### config.mk
export PLATFORM = sky130hd
export DESIGN_NAME = pipeline_hazard_ctrl
export DESIGN_NICKNAME = d
export VERILOG_FILES = /design/src/rtl/hazard_pkg.sv /design/src/rtl/pipeline_hazard_ctrl_mdu_seq.sv /design/src/rtl/pipeline_hazard_ctrl.sv
export SDC_FILE = /design/constraint.sdc
export NUM_CORES = 1
export LEC_CHECK = 0
export BUFFER_PORTS_ARGS = -buffer_cell sky130_fd_sc_hd__buf_2
export CAP_MARGIN = 20
export CELL_PAD_IN_SITES_DETAIL_PLACEMENT = 1
export CELL_PAD_IN_SITES_GLOBAL_PLACEMENT = 1
export CORE_ASPECT_RATIO = 1.75
export CORE_MARGIN = 2
export CORE_UTILIZATION = 27
export DETAILED_ROUTE_END_ITERATION = 12
export GPL_ROUTABILITY_DRIVEN = 0
export PLACE_DENSITY_LB_ADDON = 0.08
export SYNTH_ARGS = -nofsm -noshare
export SYNTH_HDL_FRONTEND = slang
export SYNTH_SLANG_ARGS = --single-unit
### constraint.sdc
create_clock -name CLK -period 2.15 [get_ports CLK]
set_clock_uncertainty 0.2 [all_clocks]
set_input_delay 0.43 -clock CLK [delete_from_list [all_inputs] [get_ports CLK]]
set_output_delay 0.43 -clock CLK [all_outputs]
set_load 0.1 [all_outputs]
### src/rtl/hazard_pkg.sv
// Shared definitions for the pipeline hazard controller: forwarding mux
// select codes, MDU sequencer state encoding and a register-match helper.
package hazard_pkg;

  // Forwarding mux select codes for the E-stage operand muxes
  localparam logic [1:0] FWD_RF = 2'b00;
  localparam logic [1:0] FWD_W  = 2'b01;
  localparam logic [1:0] FWD_M  = 2'b10;

  // MDU sequencer state encoding
  typedef enum logic {
    IDLE = 1'b0,
    BUSY = 1'b1
  } mdu_state_e;

  // True when a producer destination feeds a consumer source.
  // Register 0 is hard-wired to zero and never creates a dependency.
  function automatic logic reg_hit(input logic [4:0] dst, input logic [4:0] src);
    return (dst != 5'd0) && (dst == src);
  endfunction

endpackage

### src/rtl/pipeline_hazard_ctrl_mdu_seq.sv
// mdu_seq: tracks a multi-cycle multiply/divide operation. It is started by
// MduStartE in E and reports MduBusy for exactly MDU_LAT-1 cycles after the
// start edge, so that HI/LO consumers in Decode can be held until completion.
module mdu_seq
  import hazard_pkg::*;
#(
  parameter int MDU_LAT = 32,
  parameter int CNT_W   = 8
) (
  input  logic CLK,
  input  logic RST,
  input  logic MduStartE,
  output logic MduBusy
);

  mdu_state_e       state_q, state_d;
  logic [CNT_W-1:0] cnt_q, cnt_d;
  logic             busy_q;

  // Next-state: load remaining busy cycles on start, count down while busy.
  // A start while busy cannot legally happen and is ignored.
  always_comb begin
    state_d = state_q;
    cnt_d   = cnt_q;
    case (state_q)
      IDLE: begin
        if (MduStartE) begin
          cnt_d   = CNT_W'(MDU_LAT - 1);
          state_d = BUSY;
        end
      end
      BUSY: begin
        cnt_d = cnt_q - CNT_W'(1);
        if (cnt_q == CNT_W'(1)) begin
          state_d = IDLE;
        end
      end
      default: begin
        state_d = IDLE;
        cnt_d   = '0;
      end
    endcase
  end

  // State, counter and registered busy flag; reset abandons any operation
  always_ff @(posedge CLK) begin
    if (RST) begin
      state_q <= IDLE;
      cnt_q   <= '0;
      busy_q  <= 1'b0;
    end else begin
      state_q <= state_d;
      cnt_q   <= cnt_d;
      busy_q  <= (state_d == BUSY);
    end
  end

  assign MduBusy = busy_q;

endmodule

### src/rtl/pipeline_hazard_ctrl.sv
// pipeline_hazard_ctrl: stall/flush/forwarding control for the 5-stage
// MIPS32 pipeline, plus sequencing of the multi-cycle MDU via mdu_seq.
// Optional macro HAZARD_STATS_EN adds saturating 32-bit StallCnt, FlushCnt
// and MduStallCnt event counters.
//
// There is no valid/ready handshake here: every output is a same-cycle
// function of the stage inputs and the MDU busy state, and a stall freezes F
// and D while E receives a bubble.
module pipeline_hazard_ctrl
  import hazard_pkg::*;
#(
  parameter int MDU_LAT = 32,
  parameter int CNT_W   = 8
) (
  input  logic       CLK,
  input  logic       RST,
  input  logic [4:0] RsD,
  input  logic [4:0] RtD,
  input  logic [4:0] RsE,
  input  logic [4:0] RtE,
  input  logic [4:0] WriteRegE,
  input  logic [4:0] WriteRegM,
  input  logic [4:0] WriteRegW,
  input  logic       RegWriteE,
  input  logic       RegWriteM,
  input  logic       RegWriteW,
  input  logic       MemtoRegE,
  input  logic       MemtoRegM,
  input  logic       BranchD,
  input  logic       JumpRegD,
  input  logic       PCSrcD,
  input  logic       MduStartE,
  input  logic       MduUseD,
  output logic       StallF,
  output logic       EnableD,
  output logic       RstD,
  output logic       FlushE,
  output logic       ForwardAD,
  output logic       ForwardBD,
  output logic [1:0] ForwardAE,
  output logic [1:0] ForwardBE,
  output logic       MduBusy
`ifdef HAZARD_STATS_EN
  ,
  output logic [31:0] StallCnt,
  output logic [31:0] FlushCnt,
  output logic [31:0] MduStallCnt
`endif
);

  logic mdu_busy;
  logic lwstall, brstall, mdustall, stall;
  logic fwd_ad, fwd_bd;
  logic [1:0] fwd_ae, fwd_be;

  mdu_seq #(
    .MDU_LAT (MDU_LAT),
    .CNT_W   (CNT_W)
  ) u_mdu_seq (
    .CLK       (CLK),
    .RST       (RST),
    .MduStartE (MduStartE),
    .MduBusy   (mdu_busy)
  );

  // Forwarding selects (M has priority over W) and stall detection
  always_comb begin
    fwd_ae = FWD_RF;
    if (RegWriteM && reg_hit(WriteRegM, RsE))      fwd_ae = FWD_M;
    else if (RegWriteW && reg_hit(WriteRegW, RsE)) fwd_ae = FWD_W;

    fwd_be = FWD_RF;
    if (RegWriteM && reg_hit(WriteRegM, RtE))      fwd_be = FWD_M;
    else if (RegWriteW && reg_hit(WriteRegW, RtE)) fwd_be = FWD_W;

    fwd_ad = RegWriteM && reg_hit(WriteRegM, RsD);
    fwd_bd = RegWriteM && reg_hit(WriteRegM, RtD);

    lwstall = MemtoRegE && (reg_hit(WriteRegE, RsD) || reg_hit(WriteRegE, RtD));

    // JR/JALR only reads Rs; branches compare both Rs and Rt in D
    brstall = (BranchD || JumpRegD) &&
              ((RegWriteE && (reg_hit(WriteRegE, RsD) ||
                              (BranchD && reg_hit(WriteRegE, RtD)))) ||
               (MemtoRegM && (reg_hit(WriteRegM, RsD) ||
                              (BranchD && reg_hit(WriteRegM, RtD)))));

    mdustall = MduUseD && mdu_busy;
    stall    = lwstall || brstall || mdustall;
  end

  // Output drive; reset forces a flushed, non-stalled pipeline.
  // A stall masks PCSrcD because the branch operands are not yet valid.
  always_comb begin
    StallF    = 1'b0;
    EnableD   = 1'b1;
    RstD      = 1'b1;
    FlushE    = 1'b1;
    ForwardAD = 1'b0;
    ForwardBD = 1'b0;
    ForwardAE = FWD_RF;
    ForwardBE = FWD_RF;
    MduBusy   = 1'b0;
    if (!RST) begin
      StallF    = stall;
      EnableD   = ~stall;
      RstD      = PCSrcD && ~stall;
      FlushE    = stall;
      ForwardAD = fwd_ad;
      ForwardBD = fwd_bd;
      ForwardAE = fwd_ae;
      ForwardBE = fwd_be;
      MduBusy   = mdu_busy;
    end
  end

`ifdef HAZARD_STATS_EN
  logic [31:0] stall_cnt_q, stall_cnt_d;
  logic [31:0] flush_cnt_q, flush_cnt_d;
  logic [31:0] mdu_stall_cnt_q, mdu_stall_cnt_d;

  // Saturating event counter increments
  always_comb begin
    stall_cnt_d     = stall_cnt_q;
    flush_cnt_d     = flush_cnt_q;
    mdu_stall_cnt_d = mdu_stall_cnt_q;
    if (stall && (stall_cnt_q != '1))                 stall_cnt_d     = stall_cnt_q + 32'd1;
    if (PCSrcD && !stall && (flush_cnt_q != '1))      flush_cnt_d     = flush_cnt_q + 32'd1;
    if (mdustall && (mdu_stall_cnt_q != '1))          mdu_stall_cnt_d = mdu_stall_cnt_q + 32'd1;
  end

  // Counter registers, cleared by reset
  always_ff @(posedge CLK) begin
    if (RST) begin
      stall_cnt_q     <= '0;
      flush_cnt_q     <= '0;
      mdu_stall_cnt_q <= '0;
    end else begin
      stall_cnt_q     <= stall_cnt_d;
      flush_cnt_q     <= flush_cnt_d;
      mdu_stall_cnt_q <= mdu_stall_cnt_d;
    end
  end

  assign StallCnt    = stall_cnt_q;
  assign FlushCnt    = flush_cnt_q;
  assign MduStallCnt = mdu_stall_cnt_q;
`endif

endmodule

# After elaboration in Yosys (flattened, before gate mapping)
# Cells that the tools add are included.
classes:
  n_addsub: 1
  n_eq_ne: 10
  muxes: 18
  bitwise: 2
  reduce_logical: 32
ops:
  columns: ["operator", "n"]
  rows:
  - ["$eq 5x5->1", 8]
  - ["$logic_and 1x1->1", 22]
  - ["$pmux 8 s2", 1]
  - ["$reduce_bool 5->1", 3]
  - ["$mux 1", 11]
  - ["$eq 8x1->1 const B", 1]
  - ["$mux 2", 4]
  - ["$mux 8", 1]
  - ["$sub 8x1->8 const B", 1]
  - ["$logic_or 1x1->1", 7]
  - ["$ne 2x2->1 const B", 1]
  - ["$not 1->1", 2]
  - ["$pmux 1 s2", 1]
word_totals:
  reg_bits: 9
  input_bits: 47
  wordCells: 65

# Depth between registers and ports, before layout
depth:
  word_depth: 12
  mapped_depth: 6
  mapped_depth_nobuf: 6

# Cells and area by module
# From an unflattened synthesis, not the netlist that was laid out.
unflattened:
  hier_cells: 135
  area_unflattened_um2: 1107.3
modules_own_cells:
  columns: ["module", "instances", "cells_each", "area_per_inst_um2"]
  rows:
  - ["pipeline_hazard_ctrl", 1, 88, 651.9]
  - ["mdu_seq", 1, 47, 455.4]

# Worst setup path after synthesis
# OpenSTA, ideal clock, no wires.
synth_timing:
  path_kind: "input-to-output"
  start: "in RST"
  end: "out ForwardAE[0]"
  arrival_time_ps: 4093
  t_required_ps: 1520
  slack_ps: -2573
  stages: 5
  path_buffers: 1
  path_cell_list: "buf_2 > nor2b_1 > o21ai_0 > or4_1 > nor4_1"
synth_between:
  elab_chain_len: 1
synth_lines:
  columns: ["item", "line", "source"]
  rows:
  - ["from (decl)", "pipeline_hazard_ctrl.sv:16", "input logic RST,"]
  - ["$mux 2", "pipeline_hazard_ctrl.sv:104", "if (!RST) begin"]
  - ["to (decl)", "pipeline_hazard_ctrl.sv:40", "output logic [1:0] ForwardAE,"]
# Every way passes these cells.

# Worst setup path in the final report
layout_timing:
  start: "in RsD[1]"
  end: "out StallF"
layout_between:
  elab_chain_len: 9
layout_lines:
  columns: ["item", "line", "source"]
  rows:
  - ["from (decl)", "pipeline_hazard_ctrl.sv:17", "input logic [4:0] RsD,"]
  - ["$eq 5x5->1", "hazard_pkg.sv:19", "return (dst != 5'd0) && (dst == src);"]
  - ["$logic_and 1x1->1", "hazard_pkg.sv:19", null]
  - ["$logic_or 1x1->1, on equally long branches", "pipeline_hazard_ctrl.sv:83, pipeline_hazard_ctrl.sv:85", null]
  - ["$logic_and 1x1->1, on equally long branches", "pipeline_hazard_ctrl.sv:83, pipeline_hazard_ctrl.sv:85", null]
  - ["$logic_or 1x1->1", "pipeline_hazard_ctrl.sv:84", "(BranchD && reg_hit(WriteRegE, RtD)))) ||"]
  - ["$logic_and 1x1->1", "pipeline_hazard_ctrl.sv:82", "brstall = (BranchD || JumpRegD) &&"]
  - ["$logic_or 1x1->1 * (2 in a row)", "pipeline_hazard_ctrl.sv:89", "stall = lwstall || brstall || mdustall;"]
  - ["$mux 1 *", "pipeline_hazard_ctrl.sv:104", null]
  - ["to (decl)", "pipeline_hazard_ctrl.sv:34", "output logic StallF,"]
# Mark *: on every way between the ends. The rest lies on a longest branch, timed or not.

==> flow_summary.yaml <==
layout:
  final_common_cell: "buf_2"
  drive_above_1_share: 0.566
  n_fill_cell: 451
  nets: 278
  final_cell_mix: "buf_2 (33), buf_4 (32), xor2_1 (17), buf_6 (15), xnor2_1 (14)"
  n_antenna_cell: 0
  syn2layout_area_growth_pct: 107
clock_network:
  clock_latency_ns: 0.24
  root_buffer: "clkbuf_8"
  cts_sinks: 9
  cts_buffer_depth: 2
  cts_made_buffers: 3
  clk_pin_slew_ns: 0.04
  h-tree-depth: 1
  cts_tree: "built"
synth:
  synthFlopType: "dfxtp_1"
  post_synth_inst_count: 136
  synth.avg_cell_area_um2: 7.85
  seq_area_frac_synth: 0.169
  synth_edf_count: 0
  yosys_warnings: 0
  synthArstFlopShare: 0
  syn_area_um2: 1070
  ys_types: 34
  syn_nets: 185
  synth_seq_cells: 9
timing:
  slew_headroom: 0.559
  fin_crit_sh: 1.17
  fmax_mhz: 397
  layout_min_cycle_time_ns: 2.52
  setup_violations: 10
  maxSlewViolCount: 0
  finalHoldViolations: 0
  tightest_slew_ns: 0.652
  rsz0062_at_grt: "true"
  hold_slack_ns: 0.269
  setup_slack_ns: -0.367
global_routing:
  grtUsageMet3: 0.0275
  antenna_found_initial: 0
  grt_max_degree: 19
  use_met2: 0.402
  grt_pass1_vias: 1503
  busiest_layer: "met2"
  use_met1: 0.190
  grt_pass1_wl_um: 6730
  grt_overflow_total: 0
  grt_usage: 0.195
routing:
  ant_nets: 0
  drt-initial-drc-count: 23
  drc: 0
  first_pass_iters: 4
  wl_per_cell_um: 17.0
  via_count: 1362
  wl_um: 4690
  vias_per_cell: 4.93
setup_path:
  crit_arrival_ns: 1.89
  slowest_delay_ns: 0.36
  crit_chain: "buf_8 -> xor2_2 -> nor3_2 -> nand3_1 -> a211o_1 -> buf_6 -> a21oi_4 -> buf_12"
  path_max_fanout: 3
  r2r_cells: 6
  rrSetupSlack_ns: 0.30
  crit_slowest_cell: "a211o_1"
  crit_required_ns: 1.52
  worst-setup-path-type: "in2out"
  regToRegStartpoint: "u_mdu_seq.cnt_q[1]"
  reg2reg_to: "u_mdu_seq.cnt_q[6]"
  cp-end-kind: "output pin"
  cp-start-kind: "input pin"
run_status:
  failed_checks: "negative setup slack"
  status: "finished with violations"
power_and_ir_drop:
  leakagePower_nw: 0.918
  power.density_nw_per_um2: 387
  peakVddDrop_mv: 0.304
placed_design:
  dp_slack_ns: -0.415
  dp_hpwl_um: 3490
  portBuffers: 57
min_path:
  min_to: "u_mdu_seq.cnt_q[7]"
  hold-path-cell-count: 2
  min_from: "u_mdu_seq.cnt_q[7]"
  hold_class: "reg2reg"
flow_run:
  drv_cap: 0
die:
  die_h_um: 87.2
  start_util: 0.279
  die_w_um: 51.5
  die_area_um2: 4490
  num_io_pins: 58
  core_area_um2: 3830
  rows: 30
-- layer usage --
layer	share of wire	wire length, um
met3	0.036	169
met1	0.33	1540
met4	0.013	59
met5	0	0
met2	0.62	2920
-- cells by family after synthesis --
kind of cell	after synthesis	synth area share
XOR/XNOR	40	0.328
flip-flops	9	0.169
AND/OR/NAND/NOR	49	0.257
AO/OA/AOI/OAI	23	0.149
buffers and inverters	13	0.0739
adder cells (fa/ha/maj)	2	0.0234
-- worst max-delay path by stage --
stage	cells past startpoint	end	slack, ns	startpoint
after floorplan	5	ForwardAE[0]	-0.68	RST
after global placement	7	RstD	-0.40	WriteRegM[1]
after detailed placement	7	RstD	-0.42	WriteRegM[1]
after CTS	8	StallF	-0.34	RtD[0]
after global routing	8	StallF	-0.41	RsD[1]
final	8	StallF	-0.37	RsD[1]
-- critical path, delay by kind of cell --
| family | cells | cell delay [ns] |
|---|---|---|
| AO/OA/AOI/OAI | 2 | 0.50 |
| XOR/XNOR | 1 | 0.17 |
| buffers and inverters | 3 | 0.43 |
| AND/OR/NAND/NOR | 2 | 0.35 |
-- power by group --
part | switching [mW] | leakage (nW) | total (mW) | internal (mW)
Combinational | 0.239 | 0.821 | 0.458 | 0.219
Clock | 0.0714 | 0.0228 | 0.201 | 0.130
Sequential | 0.0158 | 0.0746 | 0.198 | 0.182
Total | 0.327 | 0.918 | 0.857 | 0.530
-- Yosys cell counts, types with 2 or more instances --
cell type  number  share of area
clkbuf_1        2         0.0070
xor2_1         20           0.16
o21ai_0         3          0.014
a21oi_1         5          0.023
nand2_1         6          0.021
xnor2_1        20           0.16
or4_1           3          0.021
dfxtp_1         9           0.17
nor4_1          5          0.029
buf_4           3          0.021
nand3_1         6          0.028
nor2_1          7          0.025
ha_1            2          0.023
a211o_1         2          0.016
a211oi_1        6          0.042
nor2b_1         5          0.029
nor4b_1         2          0.016
nor3_1          9          0.042
nand3b_1        2          0.014
inv_1           5          0.018
-- state kept, by name (all words and copies together), names as in the netlist --
register / flops
u_mdu_seq.cnt_q: 8
u_mdu_seq.state_q: 1
-- area by class of cell --
class | instances | area [um2] | share of cell area
Clock buffer | 4 | 45.0 | 0.0204
Multi-Input combinational cell | 114 | 1050 | 0.475
Tap cell | 48 | 60.1 | 0.0271
Sequential cell | 9 | 180 | 0.0814
Timing Repair Buffer | 96 | 857 | 0.387
Inverter | 5 | 18.8 | 0.00848
-- what timing repair did --
action                                 in CTS  in global routing
endpoints found under the hold margin       0                  0
gates resized for setup                    30                 35
cloned                                      0                  0
hold buffers                                0                  0
setup endpoints to repair                  10                 10
buffers inserted                           20                  5
pin swaps                                  20                 10
-- stage by stage --
| stage | total power, mW | TNS (ns) | utilization | area [um2] | std cells |
|---|---|---|---|---|---|
| 6_report | 0.857 | -2.33 | 0.578 | 2210 | 276 |
| 5_1_grt | 0.903 | -2.82 | 0.578 | 2210 | 276 |
| 4_1_cts | 0.810 | -2.35 | 0.526 | 2010 | 274 |
| 3_5_place_dp | 0.578 | -2.90 | 0.478 | 1830 | 267 |
| 3_3_place_gp | 0.561 | -2.74 | 0.478 | 1830 | 267 |
| 2_1_floorplan | 0.419 | -5.16 | - | 1180 | 136 |
Note: power is estimated with default switching activity, not from simulation.
